### src/rtl/tpe_pkg.sv
// tpe_pkg: FSM state type and width helpers shared by threshold_parity_eval and its lane unit.
package tpe_pkg;

    typedef enum logic [1:0] {IDLE, BUSY, DONE} state_t;

    function automatic int cw_of(input int width);
        return $clog2(width + 1);
    endfunction

    function automatic int nbeats_of(input int width, input int lanes);
        return width / lanes;
    endfunction

    // Beat counter width; a single-beat operand still needs one bit.
    function automatic int bw_of(input int nbeats);
        return nbeats > 1 ? $clog2(nbeats) : 1;
    endfunction

endpackage

### src/rtl/threshold_parity_eval_popcount_lane.sv
// popcount_lane: combinational popcount and parity of one LANES-bit slice.
//   i_bits   : lane bits
//   o_count  : number of ones in i_bits
//   o_parity : XOR of i_bits
module popcount_lane #(
    parameter int LANES = 1,
    localparam int LCW = $clog2(LANES + 1)
) (
    input  logic [LANES-1:0] i_bits,
    output logic [LCW-1:0]   o_count,
    output logic             o_parity
);

    always_comb begin
        o_count = '0;
        for (int i = 0; i < LANES; i++)
            o_count = o_count + LCW'(i_bits[i]);
    end

    assign o_parity = ^i_bits;

endmodule

### src/rtl/threshold_parity_eval.sv
// threshold_parity_eval: serial popcount/parity/threshold/majority of one operand, LANES bits per cycle.
//   clk, rst_n           : clock, asynchronous active-low reset
//   in_valid/in_ready    : operand handshake; in_data and in_thr latched on accept
//   out_valid/out_ready  : result handshake
//   out_count/out_parity : popcount and XOR of the operand
//   out_ge/out_maj       : count >= latched threshold, strict majority of WIDTH
module threshold_parity_eval
    import tpe_pkg::*;
#(
    parameter int WIDTH = 8,
    parameter int LANES = 1,
    localparam int CW = cw_of(WIDTH),
    localparam int NBEATS = nbeats_of(WIDTH, LANES)
) (
    input  logic             clk,
    input  logic             rst_n,
    input  logic             in_valid,
    output logic             in_ready,
    input  logic [WIDTH-1:0] in_data,
    input  logic [CW-1:0]    in_thr,
    output logic             out_valid,
    input  logic             out_ready,
    output logic [CW-1:0]    out_count,
    output logic             out_parity,
    output logic             out_ge,
    output logic             out_maj
);

    localparam int BW = bw_of(NBEATS);
    localparam int LCW = $clog2(LANES + 1);
    localparam logic [CW:0] W_FULL = (CW + 1)'(WIDTH);

    if (WIDTH % LANES != 0) begin : g_bad_lanes
        $error("threshold_parity_eval: WIDTH must be a multiple of LANES");
    end

    state_t           r_state;
    state_t           w_next;
    logic [WIDTH-1:0] r_data;
    logic [CW-1:0]    r_thr;
    logic [CW-1:0]    r_cnt;
    logic             r_par;
    logic [BW-1:0]    r_beat;
    logic [LCW-1:0]   w_lane_cnt;
    logic             w_lane_par;
    logic [CW-1:0]    w_cnt_nx;
    logic             w_par_nx;
    logic             w_last;
    logic             w_accept;

    // The latched operand is shifted right each beat so the current lane is always at the bottom.
    popcount_lane #(.LANES(LANES)) u_lane (
        .i_bits   (r_data[LANES-1:0]),
        .o_count  (w_lane_cnt),
        .o_parity (w_lane_par)
    );

    assign w_cnt_nx = r_cnt + CW'(w_lane_cnt);
    assign w_par_nx = r_par ^ w_lane_par;
    assign w_last   = r_beat == BW'(NBEATS - 1);
    assign w_accept = r_state == IDLE && in_valid;

    always_ff @(posedge clk or negedge rst_n) begin
        if (!rst_n)
            r_state <= IDLE;
        else
            r_state <= w_next;
    end

    always_comb begin
        w_next    = r_state == IDLE ? (in_valid ? BUSY : IDLE) :
                    r_state == BUSY ? (w_last ? DONE : BUSY) :
                    r_state == DONE ? (out_ready ? IDLE : DONE) : IDLE;
        in_ready  = r_state == IDLE;
        out_valid = r_state == DONE;
    end

    // Results are registered on the last beat and then held until the next operand completes.
    always_ff @(posedge clk or negedge rst_n) begin
        if (!rst_n) begin
            r_data     <= '0;
            r_thr      <= '0;
            r_cnt      <= '0;
            r_par      <= 1'b0;
            r_beat     <= '0;
            out_count  <= '0;
            out_parity <= 1'b0;
            out_ge     <= 1'b0;
            out_maj    <= 1'b0;
        end else if (w_accept) begin
            r_data <= in_data;
            r_thr  <= in_thr;
            r_cnt  <= '0;
            r_par  <= 1'b0;
            r_beat <= '0;
        end else if (r_state == BUSY) begin
            r_data <= r_data >> LANES;
            r_cnt  <= w_cnt_nx;
            r_par  <= w_par_nx;
            r_beat <= r_beat + 1'b1;
            if (w_last) begin
                out_count  <= w_cnt_nx;
                out_parity <= w_par_nx;
                out_ge     <= w_cnt_nx >= r_thr;
                out_maj    <= {w_cnt_nx, 1'b0} > W_FULL;
            end
        end
    end

endmodule

### config.mk
export PLATFORM = sky130hd
export DESIGN_NAME = threshold_parity_eval
export DESIGN_NICKNAME = d
export VERILOG_FILES = /design/src/rtl/tpe_pkg.sv /design/src/rtl/threshold_parity_eval_popcount_lane.sv /design/src/rtl/threshold_parity_eval.sv
export SDC_FILE = /design/constraint.sdc
export NUM_CORES = 1
export LEC_CHECK = 0
export BUFFER_PORTS_ARGS = -buffer_cell sky130_fd_sc_hd__buf_4
export CAP_MARGIN = 20
export CORE_MARGIN = 4
export CORE_UTILIZATION = 55
export DETAILED_ROUTE_END_ITERATION = 16
export GPL_TIMING_DRIVEN = 0
export PLACE_DENSITY_LB_ADDON = 0.25
export SETUP_SLACK_MARGIN = 0.1
export SLEW_MARGIN = 5
export SYNTH_ARGS = -nofsm -noshare
export SYNTH_HDL_FRONTEND = slang
export SYNTH_SLANG_ARGS = --single-unit
export TNS_END_PERCENT = 100
### constraint.sdc
create_clock -name clk -period 3.4 [get_ports clk]
set_input_delay 0.51 -clock clk [delete_from_list [all_inputs] [get_ports clk]]
set_output_delay 0.51 -clock clk [all_outputs]
set_load 0.005 [all_outputs]
==> results.txt, run 1 <==
The cell count after synthesis came out at 133. The transition at the pin with the smallest max-transition slack is 0.433 ns. The arrival time at the worst endpoint came out at 2.38 ns. The die outline height is 57.2 microns. The all-layer global routing usage is 0.178. The delay contributed by the slowest stage of the critical path is 0.44 ns. The mean instance size in the synthesized netlist is 10.0 sq um. The clock skew came out at 0.00299 ns. At the end of the flow, the number of nets in the layout was 187. The setup TNS after final layout is 0 ns. Detailed placement finished with a half-perimeter wire length of 1860 microns. Setup repair after global routing left no endpoint under its margin.

The clock tree buffer depth is 2. In the layout the commonest cells are 39 x sky130_fd_sc_hd__nand2_1, 29 x sky130_fd_sc_hd__dfrtp_1, 24 x sky130_fd_sc_hd__buf_4, 19 x sky130_fd_sc_hd__o21ai_0. The number of diodes added for antenna fixing came out at 0. Following the worst setup path forward leads to its endpoint at out_ge$_DFFE_PN0P_. STA classifies the critical path endpoint as a register. After synthesis, the largest family of logic cells by area is simple AND/OR/NAND/NOR gates. In this run the post-CTS setup repair buffer count came out at 0. The signal on the critical path passes through ha_1 -> ha_1 -> xnor2_1 -> inv_1 -> ha_1 -> nor2_1 -> o31a_1 -> o31ai_2. In this run the core area contains 17 standard-cell rows. The startpoint of the worst setup timing path is r_data[0]$_DFFE_PN0P_. The number of iterations in the first detailed-routing pass is 4. In this run, placement finished with an instance count of 185. The slowest stage of the critical path is the sky130_fd_sc_hd__dfrtp_1 cell.

In the final layout, the share of cells above drive strength 1 is 0.250. The run finished with clean final reports. The number of setup violations in the final report came out at 0. Clock latency on the worst-skew pair, taken at its later pin, is 0.31 ns.

The number of endpoints with negative hold slack in the final report is 0. The remaining global-route overflow is 0. The maximum resistive drop on vdd came out at 0.000510 V.

The total number of vias came out at 1,018. The floorplan step defined a die boundary enclosing 0.00327 sq mm. TritonCTS created 5 clock buffers. For this design the ratio of total power to cell area is 876 mW/mm^2. The category of the critical setup timing path is reg -> reg.

The kind of launch point of the worst setup path is a register. Along the worst path, the maximum fanout reaches 5. Entering global routing, the biggest net connects 30 pins. After clock tree synthesis, the flow added hold-fix buffers numbering 0. The count of final max-slew check failures is 0. The number of warnings printed during yosys synthesis is 0.

The leakage power is 0.812 nW. The worst register-to-register path has a depth of 8. The tool flagged a number of max-cap violations equal to 0. For this design the top-level I/O count stands at 25. The fmax came out at 0.464 GHz. The initial antenna violation count was 0.

Subtracting the final worst setup slack from the clock period gives 2.16 ns. Synthesis inferred 29 register bits. The simple logic cell fraction of the synthesized area is 0.180. The number of global-route vias before repair came out at 1,069. The count of port buffers added during placement is 24. The post-placement worst setup slack came out at 1.27 ns. The reg-to-reg endpoint is out_ge$_DFFE_PN0P_.

The most prevalent standard cell on the critical path is sky130_fd_sc_hd__ha_1. The cell class contributing the biggest share of worst-path delay is adder cells. The most frequent standard cell in the layout excluding fill and tap cells is sky130_fd_sc_hd__nand2_1. The total number of cells along the worst setup path is 8. The final cycle utilization of the critical path came out at 0.634. In this run the worst hold path is classified as in -> async. The number of H-tree branching levels came out at 2.

Across all setup checks in the final design, the least slack found is 1.24 ns. The share of synthesized area occupied by flip-flops and latches came out at 0.546. The first global-routing pass estimated 4510 microns of wire. The finished layout holds 192 standard cells, fillers aside. The adder and majority cell fraction of the synthesized area is 0.0659.

In this run the remaining antenna-violating nets after routing total 0. The die boundary width is 57.2 microns. The number of distinct library cells after synthesis came out at 22.

Clock-pin slew was measured on the worst setup and hold paths at 0.08 ns. The via density per instance is 5.30. The worst register-to-register path begins at r_data[0]$_DFFE_PN0P_. From synthesis to final layout, the design area changed by 20.3%. The required time at the endpoint of the critical path is 3.62 ns. The count of instances resized after the clock tree is built is 0. Counting both buffers and inverters, the worst setup path holds a total of 1. The number of sinks handled by clock tree synthesis is 29. The filler cell count came out at 164.

The number of DRC markers in iteration 0 is 18. The initial standard-cell utilization of the core is 0.590. The synthesized area came out at 0.00133 sq mm.

The xor-xnor portion of the synthesized cell area came out at 0.0198. The placer congestion estimate came out at 0.805. Dividing the detail-routed wire length by the instance count gives 13.0 microns.

TritonCTS built the clock tree. The compound-cell area share of the yosys netlist came out at 0.138. The portion of netlist area occupied by mux cells is 0.0169. The setup check on the worst reg-to-reg path leaves a slack of 1.24 ns. The final wirelength is 2490 microns. The area of the core region is 0.00225 sq mm. The relative slew slack is 0.711. The number of design rule violations left after detail routing came out at 0. The post-synthesis net count is 156. Clock tree synthesis selected as its root buffer the cell sky130_fd_sc_hd__clkbuf_4.
cell usage after synthesis:
library cell,n,share of area
sky130_fd_sc_hd__buf_2,3,0.011
sky130_fd_sc_hd__o31a_1,1,0.0066
sky130_fd_sc_hd__xnor2_1,2,0.013
sky130_fd_sc_hd__buf_6,1,0.0085
sky130_fd_sc_hd__nand3_1,3,0.011
sky130_fd_sc_hd__nand2_1,39,0.11
sky130_fd_sc_hd__inv_1,5,0.014
sky130_fd_sc_hd__nand3_2,1,0.0075
sky130_fd_sc_hd__and2b_2,1,0.0066
sky130_fd_sc_hd__dfrtp_1,29,0.55
sky130_fd_sc_hd__mux2_2,2,0.017
sky130_fd_sc_hd__nor2_2,1,0.0047
sky130_fd_sc_hd__ha_1,7,0.066
sky130_fd_sc_hd__o31ai_2,1,0.0094
sky130_fd_sc_hd__o21ai_0,19,0.071
sky130_fd_sc_hd__a22oi_1,7,0.040
sky130_fd_sc_hd__o21a_1,1,0.0056
sky130_fd_sc_hd__nor2_1,4,0.011
sky130_fd_sc_hd__nand2b_1,3,0.014
sky130_fd_sc_hd__nor3b_4,1,0.014
sky130_fd_sc_hd__a211oi_1,1,0.0056
sky130_fd_sc_hd__xor2_1,1,0.0066
state kept, by name, summed over array words and instances (netlist names):
register / flops
out_count: 4
r_thr: 4
r_data: 8
r_beat: 3
r_par: 1
r_cnt: 4
r_state: 2
out_parity: 1
out_ge: 1
out_maj: 1
layout make-up:
type / count / area [sq um] / share of cell area
Multi-Input combinational cell: 95 / 559 / 0.349
Timing Repair Buffer: 24 / 180 / 0.113
Sequential cell: 29 / 726 / 0.453
Inverter: 5 / 18.8 / 0.0117
Buffer: 4 / 26.3 / 0.0164
Clock buffer: 7 / 55.1 / 0.0344
Tap cell: 28 / 35.0 / 0.0219
worst min-delay path by stage:
| stage | start | to | cells after the start |
|---|---|---|---|
| after floorplan | rst_n | out_count[0]$_DFFE_PN0P_ | 0 |
| after global placement | rst_n | out_count[3]$_DFFE_PN0P_ | 1 |
| after detailed placement | rst_n | out_count[2]$_DFFE_PN0P_ | 1 |
| after CTS | rst_n | r_state[1]$_DFF_PN0_ | 1 |
| after global routing | rst_n | out_ge$_DFFE_PN0P_ | 1 |
| final | rst_n | r_state[1]$_DFF_PN0_ | 1 |
power by group:
| part | internal, W | total [W] | switching [W] | leakage (nW) |
|---|---|---|---|---|
| registers | 0.000494 | 0.000591 | 0.0000969 | 0.368 |
| clock network | 0.0000975 | 0.000201 | 0.000104 | 0.0314 |
| logic | 0.000276 | 0.000610 | 0.000334 | 0.413 |
| total | 0.000867 | 0.00140 | 0.000535 | 0.812 |
per-layer routing:
metal	track usage	vias to the layer above	routed length (microns)	part of all wire
met4	0.0629	0	32	0.013
met3	0.0498	5	105	0.042
met1	0.200	485	1120	0.45
met5	0	-	0	0
li1	-	510	-	-
met2	0.321	18	1230	0.49
worst reg2reg max path, delay by kind of cell (launching register included):
kind                     cells  cell delay (ns)
AO/OA/AOI/OAI                2             0.45
AND/OR/NAND/NOR              1             0.05
flip-flops                   1             0.44
buffers and inverters        1             0.09
XOR/XNOR                     1             0.33
adder cells (fa/ha/maj)      3             0.72
through the flow:
stage	utilization	total power, W	area (sq um)	hold slack [ns]
global route	0.710	0.00154	1600	0.116
global placement	0.685	0.00117	1550	0.447
detailed placement	0.685	0.00121	1550	0.452
CTS	0.710	0.00142	1600	0.110
floorplan	-	0.00101	1330	0.214
finish	0.710	0.00140	1600	0.113
logic make-up after synthesis:
family | count (synthesis)
flip-flops | 29
XOR/XNOR | 3
multiplexers | 2
buffers and inverters | 9
AND/OR/NAND/NOR | 53
AO/OA/AOI/OAI | 30
adder cells (fa/ha/maj) | 7
(Power assumes the default switching activity.)
==> run 2, diff against run 1 <==
- CORE_ASPECT_RATIO: not set -> 2
- CORE_UTILIZATION: 55 -> 48
- clock period: 3.4 -> 1.9 ns (I/O delays scaled with it)
==> run 2 against run 1 <==
- clock skew up 0.0032 ns
- flip-flop and latch count did not move
- cell area is 8.2% higher
- global-route usage is 0.90 points higher
- largest power group unchanged
- critical path depth decreased by 1
- sequential power increased by 83%
- routed wire length increased by 22%
- final cell count rose by 2.6%
- clock power is 140% higher
- highest routed layer unchanged
- worst setup slack got worse by 1.2 ns
- first-iteration DRC count rose by 22%
- non-clock buffer count grew 4
==> results.txt, run 2 (same netlist as run 1, synthesis figures left out) <==
The largest driver fanout on the critical path came out at 3 (-2). The arrival time at the worst endpoint was 2.04 ns (-0.34 ns). The detailed-route wire length per cell is 15.4 microns (+19%). Setup repair after global routing could not meet its margin everywhere.

The area of the core region came out at 0.00260 sq mm (+15%). Among all stages on the critical path, the largest delay is contributed by sky130_fd_sc_hd__dfrtp_1. The placed wire-length estimate is 2180 microns (+17%). The initial antenna violation count came out at 0 (unchanged).

The remaining global-route overflow was 0 (unchanged). The clock-pin slew of the registers on the worst-case setup and hold paths was 0.06 ns (-0.02 ns). The die boundary width came out at 45.2 microns (-21%).

The leakage power came out at 0.852 nW (+4.9%). The sum of internal, switching and leakage power is 0.00293 W (+110%). The clock tree root buffer cell is sky130_fd_sc_hd__clkbuf_8. The number of top-level pins is 25 (unchanged). The layout overhead on the synthesized area is 30.2%. The critical path goes through ha_4 -> inv_1 -> ha_1 -> nand2b_4 -> a211oi_2 -> o31a_1 -> o31ai_2. The switching share of total power is 0.384 (+0.00196).

The layout cell share with drive strength beyond 1 was 0.314 (+0.0636). The fmax is 0.536 GHz (+16%). The top cell types in the final layout, fill and taps aside, are 39 x sky130_fd_sc_hd__nand2_1, 29 x sky130_fd_sc_hd__dfrtp_1, 27 x sky130_fd_sc_hd__buf_4, 19 x sky130_fd_sc_hd__o21ai_0, 7 x sky130_fd_sc_hd__a22oi_1. The relative slew slack is 0.725 (+0.0136). The run finished with clean final reports. The initial standard-cell utilization of the core is 0.511 (-0.0788).

The standard-cell row count came out at 26 (+9). TritonCTS built the clock tree. The number of nets with antenna violations after detailed routing is 0 (unchanged). The delay contributed by the slowest stage of the critical path is 0.41 ns (-0.03 ns). The maximum resistive drop on vdd was 0.000913 V (+79%). The final wirelength came to 3040 microns (+22%). The library cell used most frequently in the layout, excluding fill and tap cells, is sky130_fd_sc_hd__nand2_1. The number of global-route vias before repair came out at 1,133 (+6.0%). The internal power of the cells came out at 0.00181 W (+110%). The clock tree buffer depth is 2 (unchanged). Ranked by flip-flop count, first place goes to r_data. The switching power is 0.00113 W (+110%). The pin count of the biggest net entering global routing came out at 30 (unchanged). The shortest clock period the worst path allows after layout is 1.87 ns (-0.290 ns).

The category of the critical setup timing path is reg -> reg. The kind of launch point of the worst setup path is a register. The number of setup violations in the final report came out at 0 (unchanged). The overall die area came to 0.00373 sq mm (+14%).

The die outline height came out at 82.4 microns (+44%). The number of buffers inserted during clock tree synthesis is 5 (unchanged). The power density relative to cell area is 1690 mW/mm^2 (+93%). The worst setup slack after layout is 0.0347 ns (-1.21 ns). The all-layer global routing usage is 0.187 (+0.00903). The wire length of the first global-routing pass was 5040 microns (+12%). The number of iterations in the first detailed-routing pass was 4 (unchanged). The post-placement worst setup slack is -0.113 ns (-1.39 ns). The placer congestion estimate came out at 0.796 (-1.1%). The share of power burned in combinational logic is 0.468 (+0.033). The max capacitance violation total came to 0 (unchanged).

The clock share of power came to 0.163 (+0.019). The via density per instance came out at 5.40 (+1.9%). The count of final max-slew check failures is 0 (unchanged).

The final cycle utilization of the critical path is 0.982 (+0.348). The count of port buffers added during placement is 24 (unchanged). The number of H-tree branching levels was 2 (unchanged).

The number of sinks handled by clock tree synthesis came out at 29 (unchanged). The path category of the worst min-delay check is in -> reg. The total number of vias came out at 1,064 (+4.5%). The transition at the pin with the smallest max-transition slack came out at 0.413 ns (-0.0204 ns). The clock network latency to the later pin of the worst-skew pair is 0.28 ns (-0.03 ns). The clock skew is 0.00622 ns (+0.00323 ns).

The number of endpoints with negative hold slack in the final report is 0 (unchanged). The number of design rule violations left after detail routing is 0 (unchanged). The register share of total power came out at 0.369 (-0.052). The required time at the endpoint of the critical path is 2.08 ns (-1.54 ns).

The critical path capture point type is a register. The flip-flop count of the largest register after layout came out at 8 (unchanged). The number of diodes added for antenna fixing was 0 (unchanged). The number of DRC markers in iteration 0 is 22 (+4). The number of nets in the final layout was 191 (+2.1%).
==> run 2: cell types whose count changed in the layout (fill, tap and decap cells not counted), moves of 2 or more <==
cell	before	now
sky130_fd_sc_hd__clkbuf_4	5	0
sky130_fd_sc_hd__ha_1	7	4
sky130_fd_sc_hd__clkbuf_8	1	5
sky130_fd_sc_hd__buf_4	24	27
sky130_fd_sc_hd__clkinv_2	0	2
sky130_fd_sc_hd__ha_4	0	3
==> run 2: path summary, 6_finish.rpt <==
check | startpoint | end | slack, ns | cells after the start
setup / recovery | r_data[0]$_DFFE_PN0P_ | out_ge$_DFFE_PN0P_ | 0.03 | 7
hold / removal | out_ready | r_state[1]$_DFF_PN0_ | 0.19 | 2
setup reg to reg | r_data[0]$_DFFE_PN0P_ | out_ge$_DFFE_PN0P_ | 0.03 | 7
hold reg to reg | r_data[2]$_DFFE_PN0P_ | r_data[2]$_DFFE_PN0P_ | 0.48 | 2
min in group asynchronous | rst_n | out_count[3]$_DFFE_PN0P_ | 0.47 | 2
max in group asynchronous | rst_n | r_data[2]$_DFFE_PN0P_ | 1.16 | 2
==> run 2: metal layers <==
layer,vias to the layer above,GRT usage,wire [microns],part of all wire
met4,0,0.103,105,0.035
li1,515,-,-,-
met5,-,0,0,0
met1,511,0.190,1060,0.35
met2,27,0.338,1780,0.59
met3,11,0.0390,93,0.031
==> run 2: timing repair <==
item | 4_1_cts | 5_1_grt
hold buffers | 1 | 0
setup endpoints to repair | 1 | 1
setup buffers | 3 | 0
endpoints found under the hold margin | 29 | 0
resized for setup | 4 | 3
pin swaps | 3 | 1
==> run 2: final cells by class <==
type                            instances  area, sq um
Fill cell                             217          871
Clock inverter                          2         10.0
Multi-Input combinational cell         95          631
Clock buffer                            6         72.6
Timing Repair Buffer                   28          213
Buffer                                  4         26.3
Tap cell                               28         35.0
Sequential cell                        29          726
Inverter                                5         18.8
==> run 2: through the flow <==
step / utilization / std cells / setup TNS, ns / cell area (sq um) / hold slack (ns)
6_report: 0.665 / 197 / 0 / 1730 / 0.191
2_1_floorplan: - / 133 / 0 / 1350 / -0.0106
4_1_cts: 0.657 / 197 / 0 / 1710 / 0.186
5_1_grt: 0.665 / 197 / -0.0239 / 1730 / 0.191
3_5_place_dp: 0.602 / 185 / -0.113 / 1570 / 0.228
3_3_place_gp: 0.602 / 185 / -0.0123 / 1570 / 0.222
==> run 2: power groups by stage <==
stage / logic (W) / registers, W / clock network [W]
finish: 0.00137 / 0.00108 / 0.000479
CTS: 0.00129 / 0.00108 / 0.000491
floorplan: 0.000793 / 0.00104 / 0
global route: 0.00154 / 0.00112 / 0.000522
detailed placement: 0.00116 / 0.00109 / 0
global placement: 0.00109 / 0.00106 / 0
==> run 2: worst max-delay path: cells and delay by family, from the launching register on <==
kind            cells  cell delay (ns)
flops               1             0.41
compound gates      3             0.57
simple gates        1             0.13
fa+ha+maj           2             0.58
buf+inv             1             0.07
